### src/rtl/ext_bus_mailbox_pkg.sv
// ext_bus_mailbox_pkg: register map and bit positions for the ext_bus_mailbox
// CPU register window.
package ext_bus_mailbox_pkg;

  // register window, selected by rs
  localparam logic [1:0] REG_DATA   = 2'd0;
  localparam logic [1:0] REG_STATUS = 2'd1;
  localparam logic [1:0] REG_CTRL   = 2'd2;
  localparam logic [1:0] REG_RXCNT  = 2'd3;

  // STATUS bits
  localparam int ST_RX_NE = 0;  // RX non-empty
  localparam int ST_TX_NF = 1;  // TX not full
  localparam int ST_TX_E  = 2;  // TX empty
  localparam int ST_OVR   = 3;  // sticky: DATA write while TX full
  localparam int ST_UND   = 4;  // sticky: DATA read while RX empty
  localparam int ST_IRQ   = 7;  // interrupt pending

  // CTRL bits
  localparam int CT_RX_IE  = 0;
  localparam int CT_TX_IE  = 1;
  localparam int CT_FLUSH  = 7;

endpackage

### src/rtl/sync_fifo.sv
// sync_fifo: single-clock byte FIFO, DEPTH entries (power of two, 2..256).
// Pointers carry one extra wrap bit so full and empty are distinguishable.
// Ports:
//   clk, resb       clock, async active-low reset
//   push, din       write a byte (ignored when full)
//   pop             drop the head byte (ignored when empty)
//   clear           empty the FIFO; wins over same-cycle push/pop
//   full, empty     occupancy flags
//   count           occupancy, 0..DEPTH
//   head            oldest byte (undefined when empty)
module sync_fifo
  import ext_bus_mailbox_pkg::*;
#(
  parameter int DEPTH = 8
) (
  input  logic                     clk,
  input  logic                     resb,
  input  logic                     push,
  input  logic                     pop,
  input  logic                     clear,
  input  logic [7:0]               din,
  output logic                     full,
  output logic                     empty,
  output logic [$clog2(DEPTH):0]   count,
  output logic [7:0]               head
);

  localparam int AW = $clog2(DEPTH);
  localparam logic [AW:0] PTR_ONE = 1;

  logic [7:0]  mem [DEPTH];
  logic [AW:0] wr_ptr, rd_ptr;
  logic        do_push, do_pop;

  assign empty   = (wr_ptr == rd_ptr);
  assign full    = (wr_ptr[AW] != rd_ptr[AW]) && (wr_ptr[AW-1:0] == rd_ptr[AW-1:0]);
  assign count   = wr_ptr - rd_ptr;
  assign head    = mem[rd_ptr[AW-1:0]];
  assign do_push = push & ~full & ~clear;
  assign do_pop  = pop & ~empty & ~clear;

  always_ff @(posedge clk or negedge resb) begin
    if (!resb) begin
      wr_ptr <= '0;
      rd_ptr <= '0;
    end else if (clear) begin
      wr_ptr <= '0;
      rd_ptr <= '0;
    end else begin
      if (do_push) wr_ptr <= wr_ptr + PTR_ONE;
      if (do_pop)  rd_ptr <= rd_ptr + PTR_ONE;
    end
  end

  // storage needs no reset: head is only meaningful when non-empty
  always_ff @(posedge clk) begin
    if (do_push) mem[wr_ptr[AW-1:0]] <= din;
  end

endmodule

### src/rtl/ext_bus_mailbox.sv
// ext_bus_mailbox: 65C02-style bus responder exposing a 4-register window
// (DATA, STATUS, CTRL, RXCNT) that bridges CPU bytes to a host TX stream and
// host RX stream bytes back to the CPU through two sync_fifo instances.
// Optional feature macro: EXT_BUS_MAILBOX_IRQ_EN enables the level interrupt
// on irqb; without it irqb is tied high and STATUS[7] reads 0.
// Ports:
//   clk, resb                     clock, async active-low reset
//   phi2, csb, rwb, rs, data_in   CPU bus; commits on the phi2 falling edge
//   data_out, data_oe             registered read data and its drive enable
//   irqb                          active-low level interrupt
//   tx_data/tx_valid/tx_ready     CPU-to-host byte stream
//   rx_data/rx_valid/rx_ready     host-to-CPU byte stream
module ext_bus_mailbox
  import ext_bus_mailbox_pkg::*;
#(
  parameter int DEPTH = 8
) (
  input  logic       clk,
  input  logic       resb,
  input  logic       phi2,
  input  logic       csb,
  input  logic       rwb,
  input  logic [1:0] rs,
  input  logic [7:0] data_in,
  output logic [7:0] data_out,
  output logic       data_oe,
  output logic       irqb,
  output logic [7:0] tx_data,
  output logic       tx_valid,
  input  logic       tx_ready,
  input  logic [7:0] rx_data,
  input  logic       rx_valid,
  output logic       rx_ready
);

  localparam int CW = $clog2(DEPTH) + 1;

  logic          phi2_q, fall, acc;
  logic          wr_data, rd_data, rd_status, wr_ctrl, flush;
  logic          tx_push, tx_pop, tx_full, tx_empty;
  logic          rx_push, rx_pop, rx_full, rx_empty;
  logic [CW-1:0] tx_count, rx_count;
  logic [7:0]    rx_head;
  logic          ovr_q, und_q;
  logic [1:0]    ctrl_q;
  logic          irq_pend;
  logic [7:0]    status, rd_mux;
  logic          unused_bits;

  // bus commit: the clk edge on which phi2 is seen falling
  assign fall      = phi2_q & ~phi2;
  assign acc       = fall & ~csb;
  assign wr_data   = acc & ~rwb & (rs == REG_DATA);
  assign rd_data   = acc &  rwb & (rs == REG_DATA);
  assign rd_status = acc &  rwb & (rs == REG_STATUS);
  assign wr_ctrl   = acc & ~rwb & (rs == REG_CTRL);
  assign flush     = wr_ctrl & data_in[CT_FLUSH];

  assign tx_push  = wr_data & ~tx_full;
  assign tx_pop   = tx_valid & tx_ready;
  assign rx_push  = rx_valid & rx_ready;
  assign rx_pop   = rd_data & ~rx_empty;
  assign tx_valid = ~tx_empty;
  assign rx_ready = ~rx_full;

  // gated by resb so the bus is released the moment reset hits mid-access
  assign data_oe  = resb & phi2 & ~csb & rwb;

  sync_fifo #(.DEPTH(DEPTH)) u_tx (
    .clk(clk), .resb(resb), .push(tx_push), .pop(tx_pop), .clear(flush),
    .din(data_in), .full(tx_full), .empty(tx_empty), .count(tx_count),
    .head(tx_data)
  );

  sync_fifo #(.DEPTH(DEPTH)) u_rx (
    .clk(clk), .resb(resb), .push(rx_push), .pop(rx_pop), .clear(flush),
    .din(rx_data), .full(rx_full), .empty(rx_empty), .count(rx_count),
    .head(rx_head)
  );

  assign unused_bits = ^{data_in[6:2], tx_count};

  always_ff @(posedge clk or negedge resb) begin
    if (!resb) begin
      phi2_q <= 1'b0;
      ovr_q  <= 1'b0;
      und_q  <= 1'b0;
      ctrl_q <= 2'b00;
    end else begin
      phi2_q <= phi2;
      // the STATUS value already latched in data_out shows pre-clear bits
      if (rd_status) begin
        ovr_q <= 1'b0;
        und_q <= 1'b0;
      end else begin
        if (wr_data & tx_full)  ovr_q <= 1'b1;
        if (rd_data & rx_empty) und_q <= 1'b1;
      end
      if (wr_ctrl) ctrl_q <= data_in[1:0];
    end
  end

`ifdef EXT_BUS_MAILBOX_IRQ_EN
  assign irq_pend = (ctrl_q[CT_RX_IE] & ~rx_empty) | (ctrl_q[CT_TX_IE] & tx_empty);

  always_ff @(posedge clk or negedge resb) begin
    if (!resb) irqb <= 1'b1;
    else       irqb <= ~irq_pend;
  end
`else
  assign irq_pend = 1'b0;
  assign irqb     = 1'b1;
`endif

  always_comb begin
    status           = '0;
    status[ST_RX_NE] = ~rx_empty;
    status[ST_TX_NF] = ~tx_full;
    status[ST_TX_E]  = tx_empty;
    status[ST_OVR]   = ovr_q;
    status[ST_UND]   = und_q;
    status[ST_IRQ]   = irq_pend;
  end

  always_comb begin
    rd_mux = '0;
    case (rs)
      REG_DATA:   rd_mux = rx_empty ? 8'h00 : rx_head;
      REG_STATUS: rd_mux = status;
      REG_CTRL:   rd_mux = {6'b0, ctrl_q};
      REG_RXCNT:  rd_mux = 8'(rx_count);
      default:    rd_mux = '0;
    endcase
  end

  // tracks the register mux through the access phase, holds once phi2 drops
  always_ff @(posedge clk or negedge resb) begin
    if (!resb)                    data_out <= 8'h00;
    else if (phi2 & ~csb & rwb)   data_out <= rd_mux;
  end

endmodule

### config.mk
export PLATFORM = sky130hd
export DESIGN_NAME = ext_bus_mailbox
export DESIGN_NICKNAME = d
export VERILOG_FILES = /design/src/rtl/ext_bus_mailbox_pkg.sv /design/src/rtl/sync_fifo.sv /design/src/rtl/ext_bus_mailbox.sv
export SDC_FILE = /design/constraint.sdc
export NUM_CORES = 1
export LEC_CHECK = 0
export CAP_MARGIN = 20
export CORE_ASPECT_RATIO = 1.5
export CORE_MARGIN = 10
export CORE_UTILIZATION = 40
export DETAILED_ROUTE_END_ITERATION = 8
export PLACE_DENSITY = 0.65
export SYNTH_ARGS = -nofsm -noshare
export SYNTH_HDL_FRONTEND = slang
export SYNTH_SLANG_ARGS = --single-unit
### constraint.sdc
create_clock -name clk -period 6.2 [get_ports clk]
set_input_delay 1.86 -clock clk [delete_from_list [all_inputs] [get_ports clk]]
set_output_delay 1.86 -clock clk [all_outputs]
set_load 0.03 [all_outputs]
==> metrics.txt, run 1 <==
area leader, netlist=edfxtp_1; Worst Hold Class=flop to flop; layout cell share with drive strength beyond 1=0.2202; Yosys reg bits=157; Port Buf Inserts=43; Post-DRT Antenna Nets=0; Tcrit/Tclk final=0.8828; setup bufs post-CTS=0; net count after synthesis=between 400 and 500; Syn. warnings=0; P per Cell Area=around 420 nW/um^2; TritonCTS clock tree=done; Initial Util=0.4034; first-pass GRT wire length=21.50 mm; pins over their slew limit=0; htree depth=4; Clock Pin Slew Worst Setup and Hold Paths=approximately 60 ps; CP required=between 4000 and 5000 ps; Tot GR Track Use=0.1228; Placed Cells=roughly 620; area grow syn2layout=17.74%; worst vdd ir=about 230 uV; outcome=finished clean; Avg Inst Size Synth=around 18 sq um; average wire per standard cell=20.62 um; non-filler instance count after layout=roughly 660; most frequent cells in the layout=128 x edfxtp_1, 43 x clkdlybuf4s50_1, 31 x mux4_2; routed wire length=13.51 mm; # DRC=0; GPL Wtd Cong=~0.79; ant diodes=0; CP arrival=between 3000 and 4000 ps; post-DP HPWL=~9.5 mm; largest family of logic cells by synthesized area=multiplexers; post-synth top area share=0.5708; die area=around 23000 sq um; FF+latch area=about 4600 sq um; final setup fails=0; fraction of synthesis flops using an asynchronous set or reset pin=0.1847; post_cts resized=0; Worst-Margin Slew=1037 ps; Post-CTS Hold Fix Bufs=0; routed vias=about 3500; Max-slew headroom=0.3058; largest net degree at the start of global routing=30; Crit. End Element=primary output; TritonCTS sink count=157; simple logic cell fraction of the synthesized area=0.06893; TritonCTS buffer count=17; Highest Clock Rate=0.1827 GHz; Leak=2.704 nW; crit-path max FO=6; gr ovfl total=0; area of the multi-input gates=~2000 sq um; multiplexer area fraction after synthesis=0.1412; antenna violations before repair=0; Synth Cell Area=about 6700 sq um; final hold violation count=0; row cnt=between 50 and 60; Synth Area in Compound Gates=0.04627; ys flop type=edfxtp_1; vias per cell=roughly 5.4; clock buffer depth=2; most common cell after layout, fill and taps aside=edfxtp_1; Final Core Density=0.4750; Fin Clk Skew=12.03 ps; Worst-Skew Late Latency=around 420 ps; number of global-route vias before repair=~3900; Synth area leaders=edfxtp_1 57%, dfrtp_1 11%, mux4_2 10%; Netlist cell types=57; number of synthesized flops with an enable pin=roughly 130; io pins=between 40 and 50; RSZ-0062 raised after global routing=false; post-synthesis sequential area ratio=0.6786; # fillers=1423; cell count after synthesis=~380; Die Width=125.9 um; core area=roughly 17000 sq um; TNS Setup=0 ps; Die Ht=approximately 180 um; drt first pass iters=5; Synth Area in Adders=0.01598; minimum clock period=5473 ps; initial DRC count=221; WS Path Type=input port to primary output; clock root cell=clkbuf_16; CP Launch Type=input port; nets@finish=~470; maxcap violations=0; Post-Synth XOR/XNOR Area=0.02471
worst max-delay path: stages:
cell,delay [ps]
clkdlybuf4s50_1,580
and3b_1,340
and2_1,160
clkdlybuf4s50_1,680
kinds of logic (layout without fill, tap and decap cells):
logic type / count (synthesis) / after routing
buf+inv: 30 / 93
xor+xnor: 13 / 13
fa+ha+maj: 8 / 8
compound gates: 43 / 43
other cells: 1 / 1
mux: 55 / 55
simple gates: 75 / 75
flops: 157 / 157
per-stage QoR:
step                      instance area (sq um)  hold slack, ps  total power [mW]  setup slack [ps]
after floorplan                            6734           478.6             2.110              1807
after global placement                     7360           469.8             2.375             735.0
after detailed placement                   7360           480.6             2.414             717.9
after CTS                                  7921           494.8             3.391             717.8
after global routing                       7929           525.0             3.527             644.8
final                                      7929           490.0             3.352             726.9
synth_stat cells (6+ instances only):
cell,instances
edfxtp_1,128
mux4_2,31
dfrtp_1,29
nor2_1,18
nand2_1,16
mux2i_1,14
inv_1,11
mux2_2,10
a21oi_1,8
o21ai_0,8
ha_1,7
nand3_1,7
o211ai_1,6
xor2_1,6
worst paths after layout:
| kind | depth (start not counted) | from | slack, ps | end |
|---|---|---|---|---|
| setup / recovery | 4 | phi2 | 730 | data_oe |
| hold / removal | 2 | data_out[6] | 490 | data_out[6] |
| setup reg to reg | 6 | u_rx.rd_ptr[1] | 2690 | u_rx.mem[4][1] |
| hold reg to reg | 2 | data_out[6] | 490 | data_out[6] |
| max in group asynchronous | 2 | resb | 3790 | data_out[1] |
| min in group asynchronous | 2 | resb | 2110 | u_tx.rd_ptr[0] |
power breakdown:
group	leakage, nW	internal, mW	switching (mW)	total, mW
combinational	0.919	0.459	0.503	0.961
clock	0.264	0.557	0.422	0.979
sequential	1.52	1.26	0.147	1.41
flip-flops by register name (all words and copies together) (netlist names):
signal,cells
u_rx.wr_ptr,4
u_tx.wr_ptr,4
u_tx.mem,64
u_rx.mem,64
phi2_q,1
ovr_q,1
ctrl_q,2
u_rx.rd_ptr,4
data_out,8
und_q,1
u_tx.rd_ptr,4
routing by layer:
metal / track usage / wire length [um] / vias up
li1: - / - / 1611
met1: 0.1363 / 5402 / 1832
met2: 0.2192 / 7303 / 80
met3: 0.02930 / 506 / 22
met4: 0.05328 / 296 / 0
met5: 0 / 0 / -
area by class of cell:
cell class                 count  area share
clock buffer                  17     0.05365
tap                          210     0.03314
multi-input combinational    195      0.2541
timing repair buffer          49     0.05997
clock inverter                15     0.01720
inverter                      12    0.005681
sequential                   157      0.5763
Note: power is estimated with default switching activity, not from simulation.
==> inputs of run 2 (changes only) <==
--- a/config.mk
+++ b/config.mk
@@ -10,6 +10,7 @@
 export CORE_MARGIN = 10
 export CORE_UTILIZATION = 40
 export DETAILED_ROUTE_END_ITERATION = 8
+export GPL_TIMING_DRIVEN = 0
 export PLACE_DENSITY = 0.65
 export SYNTH_ARGS = -nofsm -noshare
 export SYNTH_HDL_FRONTEND = slang
==> run 2 against run 1 <==
Via count increased by 0.28%. Register-to-register slack improved by 110 ps. Power increased by 1.9%. Clock power about the same. Critical endpoint unchanged. Largest power group unchanged.
==> metrics.txt, run 2 (synthesis gave the netlist of run 1 again) <==
# fillers=1440 (was 1423); Hold Path End=data_out[5] (was data_out[6]); RR Endpoint=u_rx.mem[3][5] (was u_rx.mem[4][1]); Clock Pin Slew Worst Setup and Hold Paths=70 ps (was 60 ps); vias per cell=5.298 (was 5.412); Leak=2.795 nW (was 2.704 nW); core area=16690 sq um (unchanged); Worst Hold Path Cells=2 (unchanged); Die Ht=178.9 um (unchanged); area grow syn2layout=19.79% (was 17.74%); RR Startpoint=u_rx.rd_ptr[2] (was u_rx.rd_ptr[1]); P per Cell Area=423.5 nW/um^2 (was 422.7 nW/um^2); Post-CTS Hold Fix Bufs=0 (unchanged); Pwr Total=3.416 mW (was 3.352 mW); # DRC=0 (unchanged); Worst Hold Class=flop to flop (unchanged); io pins=45 (unchanged); maxcap violations=0 (unchanged); htree depth=4 (unchanged); GPL Wtd Cong=0.8068 (was 0.7947); Port Buf Inserts=42 (was 43); pins over their slew limit=0 (unchanged); Tot GR Track Use=0.1221 (was 0.1228); number of global-route vias before repair=3833 (was 3890); Post-DRT Antenna Nets=0 (unchanged); Setup Slack @ Placement=333.9 ps (was 717.9 ps); row cnt=58 (unchanged); TritonCTS clock tree=done (unchanged); clock root cell=clkbuf_16 (unchanged); CP required=4340 ps (about the same); CP arrival=3950 ps (was 3610 ps); RSZ-0062 raised after global routing=false (unchanged); gr ovfl total=0 (unchanged); initial DRC count=233 (was 221); layout cell share with drive strength beyond 1=0.2430 (was 0.2202); most frequent cells in the layout=128 x edfxtp_1, 42 x clkdlybuf4s50_1, 31 x mux4_2 (was 128 x edfxtp_1, 43 x clkdlybuf4s50_1, 31 x mux4_2); Die Width=125.9 um (unchanged); clock buffer depth=2 (unchanged); nets@finish=481 (was 465); setup bufs post-CTS=0 (unchanged); antenna violations before repair=0 (unchanged); Max-slew headroom=0.3856 (was 0.3058); Highest Clock Rate=0.1722 GHz (was 0.1827 GHz); post-DP HPWL=9.582 mm (was 9.509 mm); CP max-delay cell=clkdlybuf4s50_1 (unchanged); Worst-Margin Slew=918.2 ps (was 1037 ps); cell mode on critical path=clkdlybuf4s50_1 (unchanged); Area after DPL=7450 sq um (was 7360 sq um); post_cts resized=0 (unchanged); worst vdd ir=246.6 uV (was 232.4 uV); most common cell after layout, fill and taps aside=edfxtp_1 (unchanged); TritonCTS sink count=157 (unchanged); TritonCTS buffer count=17 (unchanged); minimum clock period=5807 ps (was 5473 ps); die area=22530 sq um (unchanged); Initial Util=0.4034 (unchanged); WS Path Type=input port to primary output (unchanged); average wire per standard cell=19.88 um (was 20.62 um); Setup WS post-layout=393.3 ps (was 726.9 ps); outcome=finished clean (unchanged); drt first pass iters=4 (was 5); final instance area=8066 sq um (was 7929 sq um); crit-path max FO=17 (was 6); largest net degree at the start of global routing=19 (was 30); first-pass GRT wire length=21.34 mm (was 21.50 mm); HP Start=data_out[5] (was data_out[6]); routed wire length=13.34 mm (was 13.51 mm); Worst-Skew Late Latency=420 ps (about the same); final setup fails=0 (unchanged); crit-path max cell delay=1010 ps (was 680 ps); crit path cell chain=clkdlybuf4s50_1, buf_8, and2_1, clkdlybuf4s50_1 (was clkdlybuf4s50_1, and3b_1, and2_1, clkdlybuf4s50_1); Reg2Reg Depth=8 (was 6); CP Launch Type=input port (unchanged); Fin Clk Skew=11.58 ps (was 12.03 ps); R2R setup slack=2800 ps (was 2690 ps); final hold violation count=0 (unchanged); routed vias=3555 (was 3545); Tcrit/Tclk final=0.9366 (was 0.8828); TNS Setup=0 ps (unchanged); ant diodes=0 (unchanged); Crit. End Element=primary output (unchanged)
==> run 2: final cells by class <==
| type | count | area, sq um | share of cell area |
|---|---|---|---|
| sequential | 157 | 4569 | 0.5665 |
| multi-input combinational | 195 | 2014 | 0.2497 |
| timing repair buffer | 47 | 465.4 | 0.05770 |
| clock buffer | 17 | 425.4 | 0.05274 |
| tap | 210 | 262.8 | 0.03257 |
| clock inverter | 15 | 168.9 | 0.02094 |
| buffer | 18 | 115.1 | 0.01427 |
| inverter | 12 | 45.04 | 0.005584 |
==> run 2: how the worst max path moves through the flow <==
stage | from | end | slack (ps) | depth (start not counted)
2_1_floorplan | csb | data_oe | 1810 | 3
3_3_place_gp | resb | data_oe | 60 | 3
3_5_place_dp | resb | data_oe | 330 | 4
4_1_cts | resb | data_oe | 340 | 4
5_1_grt | resb | data_oe | 240 | 4
6_report | resb | data_oe | 390 | 4
==> run 2: through the flow <==
stage                 util  hold slack [ps]  instances
finish              0.4833            485.6        671
global route        0.4833            514.3        671
CTS                 0.4819            494.0        668
detailed placement  0.4463            478.8        636
global placement    0.4444            463.0        634
floorplan                -            478.6        382
==> run 2: per-layer routing <==
layer  GRT usage  part of all wire
met4     0.03996             0.014
met3     0.03137             0.040
met2      0.2229              0.55
met5           0                 0
met1      0.1350              0.40
==> run 2: worst max-delay path, delay by kind of cell <==
| kind | cells | cell delay (ps) |
|---|---|---|
| and+or+nand+nor | 1 | 140 |
| buffers and inverters | 3 | 1930 |
==> run 2: where the power goes <==
group          switching (mW)  total, mW  internal, mW
clock                   0.472       1.01         0.542
sequential             0.0773       1.34          1.27
combinational           0.577       1.06         0.482
total                    1.13       3.42          2.29
